===== src/rtl/program_sequencer.sv =====
`default_nettype none
// ============================================================================
// Module   : program_sequencer
// Purpose  : Fetch/sequence controller for the 8-bit BURP core. Owns the PC
//            and the program EEPROM address bus, latches each instruction
//            byte into the instruction register, resolves JMP/JC (including
//            the operand-byte fetch) and swallows NOPs locally. Every other
//            instruction is handed to the execute unit over valid/ready.
// Ports    : clk_i          - system clock, all state on rising edge
//            reset_i        - synchronous, active-high reset
//            rom_addr_o     - EEPROM address (always equals pc)
//            rom_data_i     - EEPROM data, combinational from rom_addr_o
//            carry_in_i     - carry flag from execute unit (used by JC)
//            halt_req_i     - park at the next instruction boundary
//            instr_o        - instruction to execute unit {opcode, operand}
//            instr_valid_o  - instr_o is valid
//            instr_ready_i  - execute unit accepts instr_o
//            branch_taken_o - one-cycle pulse after JMP/JC loads pc
//            halted_o       - sequencer parked in HALT
//            retired_o      - completed instructions, incl. NOP/JMP/JC
// Revision : 1.0 - initial release
// ============================================================================
module program_sequencer #(
    parameter logic [7:0] RESET_VECTOR = 8'h00,
    parameter int         COUNT_W      = 16
) (
    input  logic               clk_i,
    input  logic               reset_i,
    output logic [7:0]         rom_addr_o,
    input  logic [7:0]         rom_data_i,
    input  logic               carry_in_i,
    input  logic               halt_req_i,
    output logic [7:0]         instr_o,
    output logic               instr_valid_o,
    input  logic               instr_ready_i,
    output logic               branch_taken_o,
    output logic               halted_o,
    output logic [COUNT_W-1:0] retired_o
);

    localparam logic [3:0]         c_OP_NOP = 4'h0;
    localparam logic [3:0]         c_OP_JMP = 4'hE;
    localparam logic [3:0]         c_OP_JC  = 4'hF;
    localparam logic [COUNT_W-1:0] c_ONE    = {{(COUNT_W-1){1'b0}}, 1'b1};

    typedef enum logic [1:0] {
        S_FETCH   = 2'd0,
        S_OPERAND = 2'd1,
        S_ISSUE   = 2'd2,
        S_HALT    = 2'd3
    } state_t;

    state_t             state_q, state_d;
    logic [7:0]         pc_q, pc_d;
    logic [7:0]         ir_q, ir_d;
    logic [COUNT_W-1:0] retired_q, retired_d;
    logic               valid_q, valid_d;
    logic               branch_q, branch_d;
    logic               halted_q, halted_d;

    logic [3:0]         w_fetch_op;
    logic               w_take_branch;

    assign w_fetch_op = rom_data_i[7:4];

    // In OPERAND the opcode byte already sits in ir_q; carry is only
    // looked at here, in that single cycle.
    assign w_take_branch = (ir_q[7:4] == c_OP_JMP) ||
                           ((ir_q[7:4] == c_OP_JC) && carry_in_i);

    always_comb begin
        state_d   = state_q;
        pc_d      = pc_q;
        ir_d      = ir_q;
        retired_d = retired_q;
        valid_d   = valid_q;
        branch_d  = 1'b0;
        halted_d  = halted_q;

        case (state_q)
            S_FETCH: begin
                if (halt_req_i) begin
                    state_d  = S_HALT;
                    halted_d = 1'b1;
                end else begin
                    ir_d = rom_data_i;
                    pc_d = pc_q + 8'd1;
                    if ((w_fetch_op == c_OP_JMP) || (w_fetch_op == c_OP_JC)) begin
                        state_d = S_OPERAND;
                    end else if (w_fetch_op == c_OP_NOP) begin
                        retired_d = retired_q + c_ONE;
                    end else begin
                        state_d = S_ISSUE;
                        valid_d = 1'b1;
                    end
                end
            end

            S_OPERAND: begin
                // rom_data_i is the target byte; pc wraps naturally at FF.
                if (w_take_branch) begin
                    pc_d     = rom_data_i;
                    branch_d = 1'b1;
                end else begin
                    pc_d = pc_q + 8'd1;
                end
                retired_d = retired_q + c_ONE;
                state_d   = S_FETCH;
            end

            S_ISSUE: begin
                // halt_req_i deliberately not looked at: halting only at
                // an instruction boundary (FETCH).
                if (valid_q && instr_ready_i) begin
                    retired_d = retired_q + c_ONE;
                    valid_d   = 1'b0;
                    state_d   = S_FETCH;
                end
            end

            S_HALT: begin
                if (!halt_req_i) begin
                    state_d  = S_FETCH;
                    halted_d = 1'b0;
                end
            end

            default: begin
                state_d = S_FETCH;
            end
        endcase
    end

    always_ff @(posedge clk_i) begin
        if (reset_i) begin
            state_q   <= S_FETCH;
            pc_q      <= RESET_VECTOR;
            ir_q      <= 8'h00;
            retired_q <= '0;
            valid_q   <= 1'b0;
            branch_q  <= 1'b0;
            halted_q  <= 1'b0;
        end else begin
            state_q   <= state_d;
            pc_q      <= pc_d;
            ir_q      <= ir_d;
            retired_q <= retired_d;
            valid_q   <= valid_d;
            branch_q  <= branch_d;
            halted_q  <= halted_d;
        end
    end

    assign rom_addr_o     = pc_q;
    assign instr_o        = ir_q;
    assign instr_valid_o  = valid_q;
    assign branch_taken_o = branch_q;
    assign halted_o       = halted_q;
    assign retired_o      = retired_q;

endmodule
`default_nettype wire


===== config.mk =====
export PLATFORM = sky130hd
export DESIGN_NAME = program_sequencer
export DESIGN_NICKNAME = d
export VERILOG_FILES = /design/src/rtl/program_sequencer.sv
export SDC_FILE = /design/constraint.sdc
export NUM_CORES = 1
export LEC_CHECK = 0
export CORE_MARGIN = 2
export CORE_UTILIZATION = 48
export DETAILED_ROUTE_END_ITERATION = 8
export PLACE_DENSITY = 0.86
export SLEW_MARGIN = 20
export SYNTH_ARGS = -nofsm -noshare
export SYNTH_HDL_FRONTEND = slang
export SYNTH_SLANG_ARGS = --single-unit
export TNS_END_PERCENT = 30

===== constraint.sdc =====
create_clock -name clk_i -period 2.9 [get_ports clk_i]
set_input_delay 0.725 -clock clk_i [delete_from_list [all_inputs] [get_ports clk_i]]
set_output_delay 0.725 -clock clk_i [all_outputs]
set_load 0.01 [all_outputs]

==> results_tabular.tex, run 1 <==
\begin{tabular}{lr}
\hline
Metric & Value \\
\hline
\multicolumn{2}{l}{\textbf{Detailed routing}} \\
\quad Avg WL per Cell & 14.4 um \\
\quad Antenna-violating nets left & 0 \\
\quad Drt total wl & 4620 um \\
\quad Count of vias placed by the detailed router & 1901 \\
\quad Via density & 5.94 \\
\quad DRT Pass-1 Iters & 4 \\
\quad Starting DRC count in detailed routing & 264 \\
\quad DRC Markers & 0 \\
\multicolumn{2}{l}{\textbf{Floorplanning}} \\
\quad Row count & 22 \\
\quad Horizontal die dimension & $\sim$67 um \\
\quad I/O pin cnt & 48 \\
\quad Effective utilization at floorplan & 50.5\% \\
\quad Core area & 3720 um2 \\
\quad Chip height & 66.5 um \\
\quad Die area & 4430 um2 \\
\multicolumn{2}{l}{\textbf{CTS}} \\
\quad Post-cts repair resize count & 0 \\
\quad Max Root-Sink Buffers & 2 \\
\quad Count of buffers added by post-CTS timing repair for setup & 0 \\
\quad Hold\_buf cts & 0 \\
\quad TritonCTS clock tree & done \\
\quad Htree depth & 2 \\
\quad Clock-pin slew reported for the worst setup and hold paths after clock tree synthesis & roughly 0.070 ns \\
\quad CTS buffer count & 5 \\
\quad Clock Sink Count & 37 \\
\quad CTS Root Buffer Type & sky130\_fd\_sc\_hd\_\_clkbuf\_8 \\
\quad Later-pin clock latency in the skew report & 0.29 ns \\
\multicolumn{2}{l}{\textbf{Worst setup path}} \\
\quad Endpoint kind of the worst setup timing path & flop \\
\quad Critical Path Source Type & input pin \\
\quad Crit path max fanout & 29 \\
\quad Critical Path RT & between 3 and 4 ns \\
\quad Category of the most critical setup path & input pin to flop \\
\quad Arrival time reported for the critical path endpoint & 2.76 ns \\
\multicolumn{2}{l}{\textbf{Run status}} \\
\quad Run status & completed \\
\multicolumn{2}{l}{\textbf{Global routing}} \\
\quad Wire length of the first global-routing pass & 7690 um \\
\quad Maximum number of pins on one net before global-route repair & 30 \\
\quad GRT Resource Usage Total & 22.8\% \\
\quad Initial antenna violation count & 0 \\
\quad Via count of the first global-routing pass & between 1500 and 2000 \\
\quad Final global-route overflow total & 0 \\
\multicolumn{2}{l}{\textbf{Placement}} \\
\quad Detailed-placement wirelength estimate & 3240 um \\
\quad Place WS & 0.0468 ns \\
\quad DP Area & about 2400 um2 \\
\quad I/O Buffers & 47 \\
\quad Routability cong. & 0.851 \\
\multicolumn{2}{l}{\textbf{Power and ir drop}} \\
\quad Power Density & approximately 450 nW/um2 \\
\quad Worst supply voltage drop on vdd & 0.000308 V \\
\quad Static leakage & 0.839 nW \\
\multicolumn{2}{l}{\textbf{Job}} \\
\quad Number of maximum-capacitance constraint violations & 0 \\
\multicolumn{2}{l}{\textbf{Yosys}} \\
\quad Synth top area share & approximately 40\% \\
\quad Dominant register cell in the synthesized netlist & sky130\_fd\_sc\_hd\_\_dfxtp\_1 \\
\quad Synthesized area per cell & 8.20 um2 \\
\quad Count of flip-flops with a built-in enable after synthesis & 0 \\
\quad Warnings, synthesis & 0 \\
\quad Cell Area, Synth & 1880 um2 \\
\quad Number of nets in the synthesized netlist & 244 \\
\quad Post-synth cell types & 39 \\
\quad Most frequent cells after synthesis & sky130\_fd\_sc\_hd\_\_dfxtp\_1 (37), sky130\_fd\_sc\_hd\_\_nand2\_1 (27), sky130\_fd\_sc\_hd\_\_a21oi\_1 (25) \\
\quad Async S/R FF share, synth & 0\% \\
\quad Most instantiated library cell after synthesis & sky130\_fd\_sc\_hd\_\_dfxtp\_1 \\
\quad Cell types with the largest area share after synthesis & sky130\_fd\_sc\_hd\_\_dfxtp\_1 (39\%), sky130\_fd\_sc\_hd\_\_a21oi\_1 (6.7\%), sky130\_fd\_sc\_hd\_\_nand2\_1 (5.4\%), sky130\_fd\_sc\_hd\_\_or4\_1 (5.2\%), sky130\_fd\_sc\_hd\_\_o31ai\_1 (4.4\%) \\
\quad Register area share after synthesis & 39.5\% \\
\quad Cell count after synthesis & 229 \\
\quad Post-synth top area cell & sky130\_fd\_sc\_hd\_\_dfxtp\_1 \\
\quad Synth Register Bits & 37 \\
\multicolumn{2}{l}{\textbf{Timing}} \\
\quad Slew at the pin with the worst max-slew slack & 0.662 ns \\
\quad Share of the clock period used by the worst path after layout & 89.3\% \\
\quad Setup TNS Final & 0 ns \\
\quad Hold Fails Final Rpt & 0 \\
\quad RSZ-0062 raised after global routing & no \\
\quad F\_max & 386 MHz \\
\quad Slew Viols, Final & 0 \\
\quad Final period demand of the worst path & 2.59 ns \\
\quad Tightest slew margin relative to the limit & 55.4\% \\
\quad Setup Skew & 0.00707 ns \\
\quad Final critical-path setup slack & 0.309 ns \\
\quad Setup violation total in the final timing report & 0 \\
\quad Final hold slack & $\sim$0.45 ns \\
\multicolumn{2}{l}{\textbf{Worst hold path}} \\
\quad Path category of the worst min-delay check & flop to flop \\
\multicolumn{2}{l}{\textbf{Final layout}} \\
\quad Fraction of layout cells with a size suffix above 1 & under 10\% \\
\quad Layout overhead on the synthesized area & 30.9\% \\
\quad Filler Cell Count & about 320 \\
\quad Antenna cells & 0 \\
\quad Post-layout instance area & $\sim$2500 um2 \\
\quad Final layout net count & 287 \\
\hline
\end{tabular}
logic make-up after synthesis:
| logic type | count (synthesis) | share of synthesized area (%) |
|---|---|---|
| simple gates | 101 | 30.1 |
| compound gates | 59 | 19.7 |
| flops | 37 | 39.5 |
| buf+inv | 23 | 5.40 |
| mux | 7 | 3.93 |
| fa+ha+maj | 2 | 1.33 |
registers in the layout (all words and copies together) (netlist names):
signal          count
state_q             2
instr_o             8
branch_taken_o      1
retired_o          16
rom_addr_o          8
halted_o            1
instr_valid_o       1
layer usage:
metal | vias to the layer above | track usage, % | wire length (um)
li1 | 940 | - | -
met4 | 0 | 10.7 | 66
met5 | - | 0 | 0
met3 | 7 | 3.55 | 239
met1 | 902 | 31.0 | 2220
met2 | 52 | 35.3 | 2090
metrics by stage:
stage / utilization (%) / power (mW) / std cells
final: 66.1 / 1.11 / 320
after CTS: 66.1 / 1.12 / 320
after floorplan: - / 0.683 / 229
after global routing: 66.1 / 1.16 / 320
after detailed placement: 63.8 / 0.758 / 313
after global placement: 63.8 / 0.754 / 313
final timing paths:
kind / cells past startpoint / to / slack (ns) / startpoint
worst max-delay path: 5 / retired_o[14] / 0.31 / rom_data_i[4]
worst min-delay path: 2 / instr_o[3] / 0.45 / instr_o[3]
worst max register to register: 4 / retired_o[14] / 0.94 / state_q[1]
worst min register to register: 2 / instr_o[3] / 0.45 / instr_o[3]
critical path, cell delays in order:
cell                              delay, ns
sky130_fd_sc_hd__clkdlybuf4s50_1       0.47
sky130_fd_sc_hd__or4_4                 0.58
sky130_fd_sc_hd__and2_4                0.26
sky130_fd_sc_hd__nor4_1                0.35
sky130_fd_sc_hd__mux2_1                0.36
cell type report:
cell class	instances	area (um2)	area share, %
well taps	48	60.1	2.45
flip-flops and latches	37	741	30.2
inverters	7	26.3	1.07
repair buffers	52	508	20.7
clock buffers	7	86.3	3.52
multi-input cells	169	1030	42.1
power breakdown:
group,switching [mW],internal [mW]
Clock,0.174,0.189
Sequential,0.0262,0.530
Combinational,0.106,0.0857
placed cells by master, fill, tap and decap left out, drive strengths merged, types with 4 or more instances in the layout:
cell           Yosys  final
a21oi             25     25
a31oi              4      4
and3               4      4
buf                5      5
clkbuf            11      7
clkdlybuf4s50      0     47
dfxtp             37     37
inv                7      7
mux2i              4      4
nand2             27     27
nand3             10     10
nand4              6      6
nor2              13     13
nor2b              6      6
nor3               4      4
o21ai              7      7
o31ai             11     11
or4               14     14
Note: power is estimated with default switching activity, not from simulation.
==> inputs of run 2 (changes only) <==
- CORE_UTILIZATION: 48 -> 50
- PLACE_DENSITY: 0.86 -> 0.88
- SETUP_SLACK_MARGIN: not set -> 0.05
- SKIP_CTS_REPAIR_TIMING: not set -> 1
- clock period: 2.9 -> 3 ns (I/O delays scaled with it)
==> run 2 against run 1 <==
Compared with the run above:
- clock power rose by 6.9%
- sequential power fell by 3%
- largest power group unchanged
- critical path type unchanged
- combinational power barely moved
- critical endpoint is now retired_o[12]
==> results_tabular.tex, run 2 (same netlist as run 1, synthesis figures left out) <==
\begin{tabular}{lr}
\hline
Metric & Value \\
\hline
\multicolumn{2}{l}{\textbf{Final layout}} \\
\quad Filler Cell Count & just under 300 \\
\quad Fraction of layout cells with a size suffix above 1 & 6.25\% \\
\quad Final layout net count & 286 \\
\quad Layout Utilization & 67.8\% \\
\quad Antenna cells & 0 \\
\quad Leading cell type in the layout, fill and taps excluded & sky130\_fd\_sc\_hd\_\_clkdlybuf4s50\_1 \\
\quad Flip-flop count of the largest register after layout & 16 \\
\quad Most frequent cells in the layout & sky130\_fd\_sc\_hd\_\_clkdlybuf4s50\_1 (47), sky130\_fd\_sc\_hd\_\_dfxtp\_1 (37), sky130\_fd\_sc\_hd\_\_nand2\_1 (27), sky130\_fd\_sc\_hd\_\_a21oi\_1 (25) \\
\quad Area of all sequential standard cells & 741 um2 \\
\quad Post-layout instance area & 2460 um2 \\
\quad Layout overhead on the synthesized area & 31.3\% \\
\quad Footprint of the multi-input gates & 1030 um2 \\
\multicolumn{2}{l}{\textbf{Placement}} \\
\quad I/O Buffers & 47 \\
\quad Routability cong. & 0.818 \\
\quad DP Area & 2360 um2 \\
\quad Detailed-placement wirelength estimate & 3270 um \\
\multicolumn{2}{l}{\textbf{Timing}} \\
\quad F\_max & around 380 MHz \\
\quad RSZ-0062 raised after global routing & no \\
\quad Slew at the pin with the worst max-slew slack & 0.725 ns \\
\quad Setup violation total in the final timing report & 0 \\
\quad Share of the clock period used by the worst path after layout & 88.1\% \\
\quad Setup Skew & just under 0.008 ns \\
\quad Final hold slack & between 0.4 and 0.5 ns \\
\quad Hold Fails Final Rpt & 0 \\
\quad Final period demand of the worst path & 2.64 ns \\
\quad Setup TNS Final & 0 ns \\
\quad Slew Viols, Final & 0 \\
\quad Tightest slew margin relative to the limit & 51.2\% \\
\multicolumn{2}{l}{\textbf{Floorplanning}} \\
\quad Effective utilization at floorplan & 51.7\% \\
\quad Die area & 4260 um2 \\
\quad Chip height & 65.3 um \\
\quad Core area & 3630 um2 \\
\quad Horizontal die dimension & 65.3 um \\
\quad I/O pin cnt & 48 \\
\quad Row count & 22 \\
\multicolumn{2}{l}{\textbf{CTS}} \\
\quad CTS buffer count & 5 \\
\quad Htree depth & 2 \\
\quad Clock-pin slew reported for the worst setup and hold paths after clock tree synthesis & approximately 0.080 ns \\
\quad CTS Root Buffer Type & sky130\_fd\_sc\_hd\_\_clkbuf\_8 \\
\quad Max Root-Sink Buffers & 2 \\
\quad Clock Sink Count & 37 \\
\quad Later-pin clock latency in the skew report & 0.29 ns \\
\quad TritonCTS clock tree & done \\
\multicolumn{2}{l}{\textbf{Power and ir drop}} \\
\quad Power Density & between 400 and 500 nW/um2 \\
\quad Post-layout total power & $\sim$1.1 mW \\
\quad Part of the power in registers & 48.3\% \\
\quad Sw frac & 28.0\% \\
\quad Switching pwr & 0.311 mW \\
\quad Static leakage & between 0.8 and 0.9 nW \\
\quad Cell internal power dissipation & 0.802 mW \\
\quad Share of total power in the clock network & between 30\% and 40\% \\
\quad Worst supply voltage drop on vdd & 0.000386 V \\
\quad Power share of the combinational group & 16.9\% \\
\multicolumn{2}{l}{\textbf{Detailed routing}} \\
\quad Starting DRC count in detailed routing & between 100 and 150 \\
\quad Antenna-violating nets left & 0 \\
\quad Count of vias placed by the detailed router & 1899 \\
\quad Drt total wl & between 4000 and 5000 um \\
\quad DRC Markers & 0 \\
\quad DRT Pass-1 Iters & 4 \\
\quad Avg WL per Cell & 14.9 um \\
\quad Via density & 5.93 \\
\multicolumn{2}{l}{\textbf{Run status}} \\
\quad Run status & completed \\
\multicolumn{2}{l}{\textbf{Global routing}} \\
\quad Via count of the first global-routing pass & 1724 \\
\quad Maximum number of pins on one net before global-route repair & 30 \\
\quad GRT Resource Usage Total & 23.3\% \\
\quad Final global-route overflow total & 0 \\
\quad Wire length of the first global-routing pass & 7890 um \\
\quad Initial antenna violation count & 0 \\
\multicolumn{2}{l}{\textbf{Worst setup path}} \\
\quad Critical Path RT & roughly 3.2 ns \\
\quad Arrival time reported for the critical path endpoint & $\sim$2.8 ns \\
\quad Endpoint kind of the worst setup timing path & flop \\
\quad Category of the most critical setup path & input pin to flop \\
\quad Critical Path Source Type & input pin \\
\quad Crit path max fanout & 29 \\
\multicolumn{2}{l}{\textbf{Job}} \\
\quad Number of maximum-capacitance constraint violations & 0 \\
\multicolumn{2}{l}{\textbf{Worst hold path}} \\
\quad Path category of the worst min-delay check & flop to flop \\
\hline
\end{tabular}
## run 2: cell count changes in the layout (fill, tap and decap cells not counted), sizes merged
| cell | before | now |
|---|---|---|
| clkinv | 0 | 1 |
| buf | 5 | 4 |
## run 2: power by group through the flow
| stage | Clock, mW | Sequential (mW) | Combinational [mW] |
|---|---|---|---|
| after floorplan | 0 | 0.547 | 0.113 |
| after global placement | 0 | 0.547 | 0.181 |
| after detailed placement | 0 | 0.548 | 0.186 |
| after CTS | 0.389 | 0.537 | 0.187 |
| after global routing | 0.406 | 0.542 | 0.207 |
| final | 0.387 | 0.538 | 0.189 |
## run 2: critical path, stage by stage
cell	delay, ns
sky130_fd_sc_hd__clkdlybuf4s50_1	0.49
sky130_fd_sc_hd__or4_4	0.56
sky130_fd_sc_hd__and2_4	0.26
sky130_fd_sc_hd__nor4_1	0.40
sky130_fd_sc_hd__mux2_1	0.36
## run 2: path summary, 6_finish.rpt
kind	from	to	slack, ns	depth (start not counted)
setup reg to reg	state_q[1]	retired_o[12]	0.96	4
hold reg to reg	instr_o[2]	instr_o[2]	0.45	2
setup / recovery	rom_data_i[5]	retired_o[12]	0.36	5
hold / removal	instr_o[2]	instr_o[2]	0.45	2
## run 2: area by class of cell
cell class | count | share of cell area, %
clock buffers | 7 | 3.91
clock inverters | 1 | 0.203
inverters | 7 | 1.07
multi-input cells | 169 | 42.0
flip-flops and latches | 37 | 30.1
well taps | 48 | 2.44
repair buffers | 51 | 20.3
## run 2: per-stage QoR
| step | worst slack, ns | cells |
|---|---|---|
| floorplan | 0.689 | 229 |
| global placement | 0.213 | 312 |
| detailed placement | 0.0928 | 312 |
| CTS | 0.395 | 320 |
| global route | 0.305 | 320 |
| finish | 0.357 | 320 |
## run 2: metal layers
metal | GRT usage [%] | part of all wire (%) | vias up
li1 | - | - | 942
met2 | 36.9 | 46 | 75
met5 | 0 | 0 | -
met3 | 3.25 | 5.4 | 6
met4 | 9.38 | 1.7 | 0
met1 | 32.0 | 47 | 876
==> inputs of run 3 (changes only) <==
- CTS_CLUSTER_SIZE: not set -> 14
==> results of run 3 <==
No change in the layout: final DEF, timing and power equal those of run 2.
